===== src/rtl/mc_mips_ctrl.sv =====
// mc_mips_ctrl
//
// Control unit for a multicycle MIPS datapath. A Moore state machine walks
// the shared datapath through fetch, decode, execute, memory and writeback.
// It also decodes Funct into the 3-bit ALU control word.
//
// Ports
//   CLK        in   single clock, rising edge
//   RST        in   synchronous active-high reset
//   Op[5:0]    in   opcode from IR[31:26]
//   Funct[5:0] in   function field from IR[5:0]
//   Zero       in   ALU zero flag (combinational)
//   PCEn       out  PC load enable = PCWrite | (Branch & Zero)
//   IorD       out  memory address select (0 PC, 1 ALUOut)
//   MemWrite   out  data memory write enable
//   IRWrite    out  instruction register load enable
//   RegDst     out  register-file A3 select (0 rt, 1 rd)
//   MemtoReg   out  WD3 select (0 ALUOut, 1 memory data)
//   RegWrite   out  register-file write enable
//   ALUSrcA    out  0 PC, 1 register A
//   ALUSrcB    out  00 B, 01 const 4, 10 SignImm, 11 SignImm<<2
//   PCSrc      out  00 ALUResult, 01 ALUOut, 10 jump target
//   ALUControl out  010 add, 110 sub, 000 and, 001 or, 111 slt
//   Illegal    out  sticky flag, set when an unsupported opcode is decoded

module mc_mips_ctrl (
  input  logic       CLK,
  input  logic       RST,
  input  logic [5:0] Op,
  input  logic [5:0] Funct,
  input  logic       Zero,
  output logic       PCEn,
  output logic       IorD,
  output logic       MemWrite,
  output logic       IRWrite,
  output logic       RegDst,
  output logic       MemtoReg,
  output logic       RegWrite,
  output logic       ALUSrcA,
  output logic [1:0] ALUSrcB,
  output logic [1:0] PCSrc,
  output logic [2:0] ALUControl,
  output logic       Illegal
);

  localparam logic [5:0] OP_RTYPE = 6'b000000;
  localparam logic [5:0] OP_LW    = 6'b100011;
  localparam logic [5:0] OP_SW    = 6'b101011;
  localparam logic [5:0] OP_BEQ   = 6'b000100;
  localparam logic [5:0] OP_ADDI  = 6'b001000;
  localparam logic [5:0] OP_J     = 6'b000010;

  localparam logic [5:0] FN_ADD = 6'b100000;
  localparam logic [5:0] FN_SUB = 6'b100010;
  localparam logic [5:0] FN_AND = 6'b100100;
  localparam logic [5:0] FN_OR  = 6'b100101;
  localparam logic [5:0] FN_SLT = 6'b101010;

  localparam logic [2:0] ALU_ADD = 3'b010;
  localparam logic [2:0] ALU_SUB = 3'b110;
  localparam logic [2:0] ALU_AND = 3'b000;
  localparam logic [2:0] ALU_OR  = 3'b001;
  localparam logic [2:0] ALU_SLT = 3'b111;

  typedef enum logic [3:0] {
    FETCH,
    DECODE,
    MEMADR,
    MEMRD,
    MEMWB,
    MEMWR,
    EXECUTE,
    ALUWB,
    BRANCH,
    ADDIEX,
    ADDIWB,
    JUMP
  } state_t;

  state_t     state;
  state_t     next_state;
  logic       illegal_q;
  logic       op_legal;

  // Raw per-state enables before reset masking.
  logic       pc_write;
  logic       branch;
  logic       ir_write_raw;
  logic       mem_write_raw;
  logic       reg_write_raw;
  logic [1:0] alu_op;

  // Opcode legality check.
  always_comb begin
    op_legal = 1'b0;
    case (Op)
      OP_RTYPE, OP_LW, OP_SW, OP_BEQ, OP_ADDI, OP_J: op_legal = 1'b1;
      default:                                       op_legal = 1'b0;
    endcase
  end

  // State register. Reset returns the machine to FETCH at the next edge.
  // This aborts any instruction in flight.
  always_ff @(posedge CLK) begin
    if (RST) begin
      state <= FETCH;
    end else begin
      state <= next_state;
    end
  end

  // Sticky illegal-opcode flag. It is only cleared by reset. It sets on the
  // edge that leaves DECODE with an unsupported opcode.
  always_ff @(posedge CLK) begin
    if (RST) begin
      illegal_q <= 1'b0;
    end else if (state == DECODE && !op_legal) begin
      illegal_q <= 1'b1;
    end
  end

  // Next-state logic.
  always_comb begin
    next_state = FETCH;
    case (state)
      FETCH: next_state = DECODE;
      DECODE: begin
        case (Op)
          OP_LW, OP_SW: next_state = MEMADR;
          OP_RTYPE:     next_state = EXECUTE;
          OP_BEQ:       next_state = BRANCH;
          OP_ADDI:      next_state = ADDIEX;
          OP_J:         next_state = JUMP;
          // An unsupported opcode does not stall the machine.
          default:      next_state = FETCH;
        endcase
      end
      // The load/store split is made from Op as seen in MEMADR.
      MEMADR:  next_state = (Op == OP_LW) ? MEMRD : MEMWR;
      MEMRD:   next_state = MEMWB;
      EXECUTE: next_state = ALUWB;
      ADDIEX:  next_state = ADDIWB;
      MEMWB, MEMWR, ALUWB, BRANCH, ADDIWB, JUMP: next_state = FETCH;
      default: next_state = FETCH;
    endcase
  end

  // Moore output decode. Everything defaults to zero, except the signals
  // that each state drives explicitly.
  always_comb begin
    pc_write      = 1'b0;
    branch        = 1'b0;
    ir_write_raw  = 1'b0;
    mem_write_raw = 1'b0;
    reg_write_raw = 1'b0;
    alu_op        = 2'b00;
    IorD          = 1'b0;
    RegDst        = 1'b0;
    MemtoReg      = 1'b0;
    ALUSrcA       = 1'b0;
    ALUSrcB       = 2'b00;
    PCSrc         = 2'b00;
    case (state)
      FETCH: begin
        ir_write_raw = 1'b1;
        pc_write     = 1'b1;
        ALUSrcB      = 2'b01;
      end
      DECODE: begin
        // This computes the branch target early, in case the instruction
        // turns out to be a beq.
        ALUSrcB = 2'b11;
      end
      MEMADR: begin
        ALUSrcA = 1'b1;
        ALUSrcB = 2'b10;
      end
      MEMRD: begin
        IorD = 1'b1;
      end
      MEMWB: begin
        MemtoReg      = 1'b1;
        reg_write_raw = 1'b1;
      end
      MEMWR: begin
        IorD          = 1'b1;
        mem_write_raw = 1'b1;
      end
      EXECUTE: begin
        ALUSrcA = 1'b1;
        alu_op  = 2'b10;
      end
      ALUWB: begin
        RegDst        = 1'b1;
        reg_write_raw = 1'b1;
      end
      BRANCH: begin
        ALUSrcA = 1'b1;
        alu_op  = 2'b01;
        PCSrc   = 2'b01;
        branch  = 1'b1;
      end
      ADDIEX: begin
        ALUSrcA = 1'b1;
        ALUSrcB = 2'b10;
      end
      ADDIWB: begin
        reg_write_raw = 1'b1;
      end
      JUMP: begin
        PCSrc    = 2'b10;
        pc_write = 1'b1;
      end
      default: begin
        pc_write = 1'b0;
      end
    endcase
  end

  // ALU decoder. This is the only output that looks at Funct.
  // Unknown functs fall back to add and do not raise Illegal.
  always_comb begin
    ALUControl = ALU_ADD;
    case (alu_op)
      2'b00: ALUControl = ALU_ADD;
      2'b01: ALUControl = ALU_SUB;
      2'b10: begin
        case (Funct)
          FN_ADD:  ALUControl = ALU_ADD;
          FN_SUB:  ALUControl = ALU_SUB;
          FN_AND:  ALUControl = ALU_AND;
          FN_OR:   ALUControl = ALU_OR;
          FN_SLT:  ALUControl = ALU_SLT;
          default: ALUControl = ALU_ADD;
        endcase
      end
      default: ALUControl = ALU_ADD;
    endcase
  end

  // While reset is held, every enable is forced low. This keeps the
  // datapath from being written during the cycle where the state register
  // still holds a stale state. Illegal is masked the same way, so it reads
  // as cleared for the whole reset window.
  assign PCEn     = (pc_write | (branch & Zero)) & ~RST;
  assign IRWrite  = ir_write_raw & ~RST;
  assign MemWrite = mem_write_raw & ~RST;
  assign RegWrite = reg_write_raw & ~RST;
  assign Illegal  = illegal_q & ~RST;

endmodule


===== config.mk =====
export PLATFORM = sky130hd
export DESIGN_NAME = mc_mips_ctrl
export DESIGN_NICKNAME = d
export VERILOG_FILES = /design/src/rtl/mc_mips_ctrl.sv
export SDC_FILE = /design/constraint.sdc
export NUM_CORES = 1
export LEC_CHECK = 0
export BUFFER_PORTS_ARGS = -buffer_cell sky130_fd_sc_hd__clkbuf_2
export CORE_AREA = 2 2 44 46
export DETAILED_ROUTE_END_ITERATION = 16
export DIE_AREA = 0 0 46 48
export SYNTH_ARGS = -nofsm -noshare
export SYNTH_HDL_FRONTEND = slang
export SYNTH_SLANG_ARGS = --single-unit

===== constraint.sdc =====
create_clock -name CLK -period 2.1 [get_ports CLK]
set_input_delay 0.42 -clock CLK [delete_from_list [all_inputs] [get_ports CLK]]
set_output_delay 0.42 -clock CLK [all_outputs]
set_load 0.02 [all_outputs]

# After elaboration in Yosys (flattened, before gate mapping)
# Index checks and enable logic that the tools add are counted.
dict set report word_totals {
  out_inout_bits 16
  input_bits 15
  elab_cells 61
  regBits 5
}
dict set report classes {
  n_mux 18
  n_reduce_logical 11
  n_eq_ne 22
  n_bitwise 8
}
# cell n
set ops {}
lappend ops {{6-bit == test, second input constant} 6}
lappend ops {{4-bit case mux with 6 select lines} 1}
lappend ops {{4-bit case mux with 5 select lines} 1}
lappend ops {{4-bit by 3-bit == test with 1-bit output, second input constant} 4}
lappend ops {{4-bit == test, second input constant} 4}
lappend ops {{3-bit case mux with 4 select lines} 1}
lappend ops {{1-bit 2-to-1 mux} 10}
lappend ops {{4-bit by 2-bit == test with 1-bit output, second input constant} 2}
lappend ops {{2-bit case mux with 2 select lines} 2}
lappend ops {{2-bit OR reduction} 4}
lappend ops {{1-bit bitwise AND} 6}
lappend ops {{6-bit by 2-bit == test with 1-bit output, second input constant} 1}
lappend ops {{6-bit by 3-bit == test with 1-bit output, second input constant} 1}
lappend ops {{6-bit by 4-bit == test with 1-bit output, second input constant} 1}
lappend ops {{6-bit zero test} 1}
lappend ops {{2-bit case mux with 3 select lines} 1}
lappend ops {{3-bit case mux with 2 select lines} 1}
lappend ops {{6-bit OR reduction} 1}
lappend ops {{4-bit by 1-bit == test with 1-bit output, second input constant} 1}
lappend ops {{4-bit zero test} 1}
lappend ops {{4-bit OR reduction} 1}
lappend ops {{3-bit 2-to-1 mux} 1}
lappend ops {{3-bit OR reduction} 1}
lappend ops {{2-bit by 1-bit == test with 1-bit output, second input constant} 1}
lappend ops {{5 further kinds} 5}

# Depth between registers and ports, before layout
# Gate-level depths: netlist of the first run.
dict set report logic_depth {
  depth_word 5
  mapped_depth 9
}

# Worst setup path before layout of the first run
# No wires, ideal clock.
dict set report synth_timing {
  path_type {register to output}
  start {register state[3]}
  end {output ALUControl[2]}
  stages_incl_launch_ff 9
  slack_ns 0.037
  path_buffers 0
  required_ns 1.680
  arrival_ns 1.643
  path_cell_list {dfxtp_1 > nand2b_1 > or2_2 > inv_1 > ha_1 > nand2_1 > nor4_1 > nor2_1 > nor2_1}
}
dict set report synth_between {
  elab_chain_cells 4
}
# item line_no
set synth_lines {}
lappend synth_lines {{start, declared} 80} ;# state_t state;
lappend synth_lines {{start signal, assigned} 108} ;# state <= next_state;
lappend synth_lines {{4-bit == test / 4-bit by 3-bit == test with 1-bit output (equally long branches)} 163} ;# case (state)
lappend synth_lines {{2-bit case mux with 2 select lines (*)} 163}
lappend synth_lines {{2-bit == test / 2-bit by 1-bit == test with 1-bit output (equally long branches)} 224} ;# case (alu_op)
lappend synth_lines {{3-bit case mux with 2 select lines (*)} 224}
lappend synth_lines {{end, declared} 42} ;# output logic [2:0] ALUControl,
# Mark *: on every way between the ends. The rest lies on a longest branch, timed or not.

# Worst setup path after layout of the first run
dict set report layout_timing {
  start {register state[3]}
  end {output ALUControl[0]}
}
# Same word-level chain as after synthesis.

==> key figures, run 1 <==
Run status
  – Status: finished with violations
  – Violated checks: negative setup slack

Final layout
  – Area Growth Syn to Fin: 68.3%
  – Diodes inserted: 0
  – Post-layout net count: 140
  – Layout cell share with drive strength beyond 1: 54.9%
  – Multi-input logic area: 510 sq um
  – Finished Layout Cells: 139
  – Reg area: 105 sq um
  – Fill cell count: 171

Die
  – Die Height: 48 microns
  – Full die area: 0.00221 sq mm
  – Total core area: 0.00169 sq mm
  – Top-Level Pins: 31
  – FP Rows: 15
  – Chip Width: 46 microns
  – Starting density of the core: 33.4%

Synth
  – Avg Cell Area, Syn: 6.97 sq um
  – Synth cell types: 33
  – Adder-cell share of the synthesized area: 4.43%
  – Synth area leader: dfxtp_1
  – Flops & latches, synth: 5
  – Post-Syn Nets: 98
  – Largest family of logic cells by synthesized area: simple AND/OR/NAND/NOR gates
  – Area share of the largest cell type after synthesis: 17.7%
  – Xor and xnor area share after synthesis: 4.66%
  – Sequential fraction of the synthesis area: 17.7%
  – Simple logic cell fraction of the synthesized area: 42.6%
  – Yosys warns: 0
  – Mux contribution to synthesized area: 1.77%
  – Post-Syn Instances: 81
  – Area fraction in compound gates after synthesis: 22.0%
  – Cell Area, Synth: 564 sq um
  – Ranking of synthesized cells by area: dfxtp_1 18%, nor3_1 8.9%, nand2b_1 7.8%

Power
  – Overall power: 0.314 mW
  – Peak VDD IR: 0.000317 V
  – Power Density: 331 mW/mm^2
  – Leakage: 0.421 nW

Critical path
  – Startpoint Class: flop
  – Critical path class: flop to output pin
  – Worst endpoint data arrival time: 1.74 ns
  – Worst Path Required: 1.68 ns
  – Top delay family on crit path: buffers and inverters
  – Critical path endpoint category: output pin
  – CP max stage delay: 0.34 ns
  – Crit-path max FO: 6
  – Critical path, cell by cell: buf_8 -> nand2b_4 -> nor3_4 -> inv_2 -> ha_4 -> buf_6 -> a32o_2 -> buf_8
  – CP Buf/Inv Count: 4
  – Most used cell, CP: buf_8
  – CP max stage cell: dfxtp_2

Timing
  – Setup-failing EPs final: 2
  – Slew of the pin with the lowest slew margin: 0.434 ns
  – Hold Vio Cnt, Final: 0
  – Worst-case clock skew: 0.000728 ns
  – Final slew viol count: 0
  – Hold_ws: 0.498 ns
  – Fmax: 464 MHz
  – Setup WS post-layout: -0.0564 ns
  – Max transition margin: 70.6%
  – Tmin final: 2.16 ns
  – Fin crit share: 103%
  – RSZ-0062 raised after global routing: true

Place
  – Dpl hpwl: 1.13 mm
  – Post-Place Cells: 128
  – Gpl congestion: 0.757
  – Dpl ws: 0.00470 ns
  – IO buf count: 30

Drt
  – Via/cell ratio: 5.22
  – DRC viols: 0
  – Initial DRT Pass Iterations: 4
  – Initial drt markers: 18
  – Post-Route WL: 1.69 mm
  – WL per Instance: 12.2 microns
  – Via Count: 725
  – Antenna-violating nets left: 0

Clock network
  – Num CTS Buffers: 3
  – Clock buffer depth: 2
  – Clk sink count: 5
  – Clk_lat worst skew: 0.25 ns
  – CTS tree: yes
  – Clock slew at reported path FFs: 0.04 ns
  – Root buffer cell: clkbuf_4
  – CTS H-tree depth: 1

GRT
  – Largest net degree at the start of global routing: 16
  – First-pass GRT wire length: 2.62 mm
  – Total gr overflow: 0
  – Initial antenna violation count: 0
  – Number of global-route vias before repair: 626
  – Total track usage: 16.6%

Job
  – Max-cap violations: 0

Min path
  – Hold Crit Class: primary input to flop
-- where the power goes --
group / internal (mW) / switching [mW] / leakage (nW) / total, mW
registers: 0.100 / 0.00192 / 0.0426 / 0.102
logic: 0.0420 / 0.0558 / 0.363 / 0.0978
clock network: 0.0720 / 0.0420 / 0.0150 / 0.114
-- synthesized netlist by cell type --
cell / number
a21oi_2: 1
o31ai_1: 1
a211o_1: 1
a21oi_1: 3
nand2_1: 2
dfxtp_1: 5
nor2_1: 10
nor4b_1: 1
buf_1: 1
nor3_1: 10
or3_4: 1
or2_2: 2
or4_1: 1
a21o_1: 1
a211oi_1: 1
a31oi_1: 3
nor4_2: 1
nor3b_1: 1
o21ai_0: 4
nand2b_1: 7
xor2_1: 1
a32o_1: 1
nand3_1: 2
inv_1: 3
nor4_1: 2
o21ai_1: 1
ha_1: 2
buf_2: 4
a2111oi_2: 1
clkbuf_1: 1
nor2b_1: 3
mux2i_1: 1
xnor2_1: 2
-- worst reg2reg max path, stage by stage, from the launching register on --
cell       delay [ns]
dfxtp_2          0.33
buf_6            0.15
nor3_1           0.20
nand3_1          0.11
a2111oi_2        0.40
-- routing by layer --
layer | vias to the layer above | GRT usage (%) | part of all wire, % | wire, microns
met2 | 26 | 26.7 | 48 | 812
met1 | 324 | 20.0 | 43 | 736
li1 | 373 | - | - | -
met4 | 0 | 8.57 | 1.1 | 19
met5 | - | 0 | 0 | 0
met3 | 2 | 4.91 | 7.3 | 123
-- placed cells by master (no fill, tap or decap), types with 2 or more instances in the layout --
cell type / n
buf_6: 2
clkbuf_2: 26
buf_4: 11
clkbuf_4: 3
inv_2: 2
a21oi_1: 3
nand3_1: 2
nor3_1: 9
buf_8: 2
a31oi_1: 3
nand2b_1: 4
dfxtp_2: 4
buf_2: 2
nor2b_1: 3
ha_4: 2
nor2_1: 10
xnor2_1: 2
nand2b_4: 3
o21ai_0: 4
-- metrics by stage --
stage / utilization, % / setup TNS, ns / cell area (sq um)
finish: 56.2 / -0.0596 / 950
global route: 56.2 / -0.375 / 950
CTS: 52.1 / -0.207 / 880
detailed placement: 44.6 / 0 / 753
global placement: 44.6 / 0 / 753
floorplan: - / 0 / 564
-- kinds of logic (layout without fill, tap and decap cells) --
| logic type | Yosys count | after routing |
|---|---|---|
| flip-flops | 5 | 5 |
| XOR/XNOR | 3 | 3 |
| adder cells (fa/ha/maj) | 2 | 2 |
| AO/OA/AOI/OAI | 18 | 18 |
| multiplexers | 1 | 1 |
| AND/OR/NAND/NOR | 43 | 43 |
| buffers and inverters | 9 | 50 |
-- sequential cells by signal, summed over array words and instances, names as in the netlist --
name and cells:
state 4, illegal_q 1
-- area by class of cell --
type                    instances  share of cell area (%)
inverters                       3                    1.19
well taps                      17                    2.24
flip-flops and latches          5                    11.1
clock buffers                   4                    2.77
multi-input cells              67                    53.8
repair buffers                 43                    29.0
-- final timing paths --
check	cells past startpoint	end	slack, ns	start
min reg2reg	2	illegal_q$_SDFFE_PP0P_	0.60	illegal_q$_SDFFE_PP0P_
min	2	state[0]$_SDFF_PP0_	0.50	RST
max	8	ALUControl[0]	-0.06	state[3]$_SDFF_PP0_
max reg2reg	4	state[0]$_SDFF_PP0_	0.79	state[1]$_SDFF_PP0_
-- timing repair --
| action | in CTS | in global routing |
|---|---|---|
| gates resized for setup | 20 | 11 |
| buffers inserted | 2 | 5 |
| hold buffers | 0 | 0 |
| endpoints found under the setup margin | 3 | 3 |
| pin swaps | 5 | 5 |
Power figures use the tool's default switching activity.
==> run 2: changes to the inputs <==
CORE_AREA = 2 2 42 48   (was 2 2 44 46)
DIE_AREA = 0 0 44 50   (was 0 0 46 48)
==> key figures, run 2 (same netlist as run 1, synthesis figures left out) <==
GRT
  – Number of global-route vias before repair: 674
  – First-pass GRT wire length: 2.91 mm
  – Initial antenna violation count: 0
  – Largest net degree at the start of global routing: 15
  – Total track usage: 17.3%
  – Total gr overflow: 0

Critical path
  – CP max stage cell: dfxtp_2
  – Worst setup path startpoint: state[3]$_SDFF_PP0_
  – CP max stage delay: 0.35 ns
  – Top delay family on crit path: buffers and inverters
  – Worst Path Required: 1.68 ns
  – Reg-to-reg critical path startpoint: state[1]$_SDFF_PP0_
  – Startpoint Class: flop
  – Worst endpoint data arrival time: 1.73 ns
  – Critical path class: flop to output pin
  – Critical path, cell by cell: buf_8 -> nand2b_4 -> nor3_4 -> inv_2 -> ha_4 -> buf_4 -> a32o_2 -> buf_8
  – CP Buf/Inv Count: 4
  – Critical path endpoint category: output pin
  – Crit-path max FO: 4
  – Most used cell, CP: buf_8

Die
  – Chip Width: 44 microns
  – Die Height: 50 microns
  – Top-Level Pins: 31
  – Starting density of the core: 32.8%
  – Full die area: 0.00220 sq mm
  – FP Rows: 16
  – Total core area: 0.00172 sq mm

Power
  – Gate power share: 31.7%
  – Power Density: 321 mW/mm^2
  – Switch Pwr: 0.102 mW
  – Seq pwr share: 32.1%
  – Leakage: 0.441 nW
  – Switching share of total power: 32.6%
  – Clock network power share: 36.2%
  – Overall power: 0.314 mW
  – Peak VDD IR: 0.000288 V
  – Int Power: 0.212 mW

Final layout
  – Regs by FF count: state (4), illegal_q (1)
  – Layout cell share with drive strength beyond 1: 57.1%
  – Area Growth Syn to Fin: 73.6%
  – Post-layout net count: 144
  – Commonest non-fill, non-tap cell in the layout: clkbuf_2
  – Largest register FFs: 4
  – Finished Layout Cells: 144
  – Most frequent cells in the layout: 26 x clkbuf_2, 17 x buf_4, 10 x nor2_1
  – Diodes inserted: 0
  – Reg with most FFs: state

Timing
  – Setup WS post-layout: -0.0461 ns
  – RSZ-0062 raised after global routing: true
  – Setup-failing EPs final: 2
  – Fmax: 466 MHz
  – Hold Vio Cnt, Final: 0
  – Tmin final: 2.15 ns
  – Fin crit share: 102%
  – Max transition margin: 70.2%
  – Worst-case clock skew: 0.00662 ns
  – Slew of the pin with the lowest slew margin: 0.441 ns
  – Final slew viol count: 0

Clock network
  – Num CTS Buffers: 3
  – CTS H-tree depth: 1
  – Clock buffer depth: 2
  – CTS tree: yes
  – Clk_lat worst skew: 0.25 ns
  – Root buffer cell: clkbuf_4
  – Clock slew at reported path FFs: 0.05 ns
  – Number of hold buffers added after CTS: 0
  – Clk sink count: 5

Drt
  – Initial DRT Pass Iterations: 4
  – Via Count: 765
  – Via/cell ratio: 5.31
  – Antenna-violating nets left: 0
  – Initial drt markers: 5
  – Post-Route WL: 1.83 mm
  – WL per Instance: 12.7 microns
  – DRC viols: 0

Job
  – Max-cap violations: 0

Place
  – Dpl hpwl: 1.21 mm
  – Gpl congestion: 0.734
  – IO buf count: 30
  – Dpl ws: 0.0537 ns
  – Post-Place Cells: 130

Run status
  – Status: finished with violations
  – Violated checks: negative setup slack

Min path
  – Hold Crit Class: primary input to flop
  – Hold Startpoint: RST
[run 2: area by class of cell]
cell class	instances	area (sq um)
clock buffers	3	22.5
clock inverters	1	5.00
fillers	163	742
inverters	3	13.8
multi-input cells	67	510
flip-flops and latches	5	108
well taps	18	22.5
repair buffers	47	298
[run 2: repair_timing]
action / in CTS / in global routing
setup endpoints to repair: 3 / 3
gates cloned: 0 / 0
pin swaps: 5 / 3
resized for setup: 18 / 14
hold endpoints to repair: 0 / 0
setup buffers: 2 / 8
[run 2: per-stage QoR]
step	setup TNS [ns]	hold slack, ns	area [sq um]	util, %
6_report	-0.0600	0.522	980	56.9
5_1_grt	-0.313	0.540	980	56.9
4_1_cts	-0.244	0.530	881	51.2
3_5_place_dp	0	0.586	762	44.3
3_3_place_gp	0	0.564	762	44.3
2_1_floorplan	0	0.532	564	-
[run 2: final timing paths]
check	end	slack [ns]	cells past startpoint
max reg2reg	illegal_q$_SDFFE_PP0P_	0.72	5
max	ALUControl[0]	-0.05	8
min	state[0]$_SDFF_PP0_	0.52	3
min reg2reg	illegal_q$_SDFFE_PP0P_	0.60	2
[run 2: power by group through the flow]
| stage | clock network (mW) | logic (mW) | registers [mW] |
|---|---|---|---|
| 3_5_place_dp | 0 | 0.0912 | 0.103 |
| 5_1_grt | 0.127 | 0.108 | 0.101 |
| 3_3_place_gp | 0 | 0.0893 | 0.103 |
| 2_1_floorplan | 0 | 0.0541 | 0.104 |
| 6_report | 0.114 | 0.0996 | 0.101 |
| 4_1_cts | 0.117 | 0.0958 | 0.102 |
[run 2: worst reg2reg max path, delay by kind of cell, from the launching register on]
family / cells / cell delay, ns
compound gates: 2 / 0.23
buf+inv: 1 / 0.19
flops: 1 / 0.36
simple gates: 2 / 0.55
[run 2: layer usage]
metal	vias to the layer above	wire, microns	GRT usage, %
met5	-	0	0
met3	2	110	4.40
met4	0	14	4.55
li1	385	-	-
met2	28	997	31.9
met1	350	709	18.8
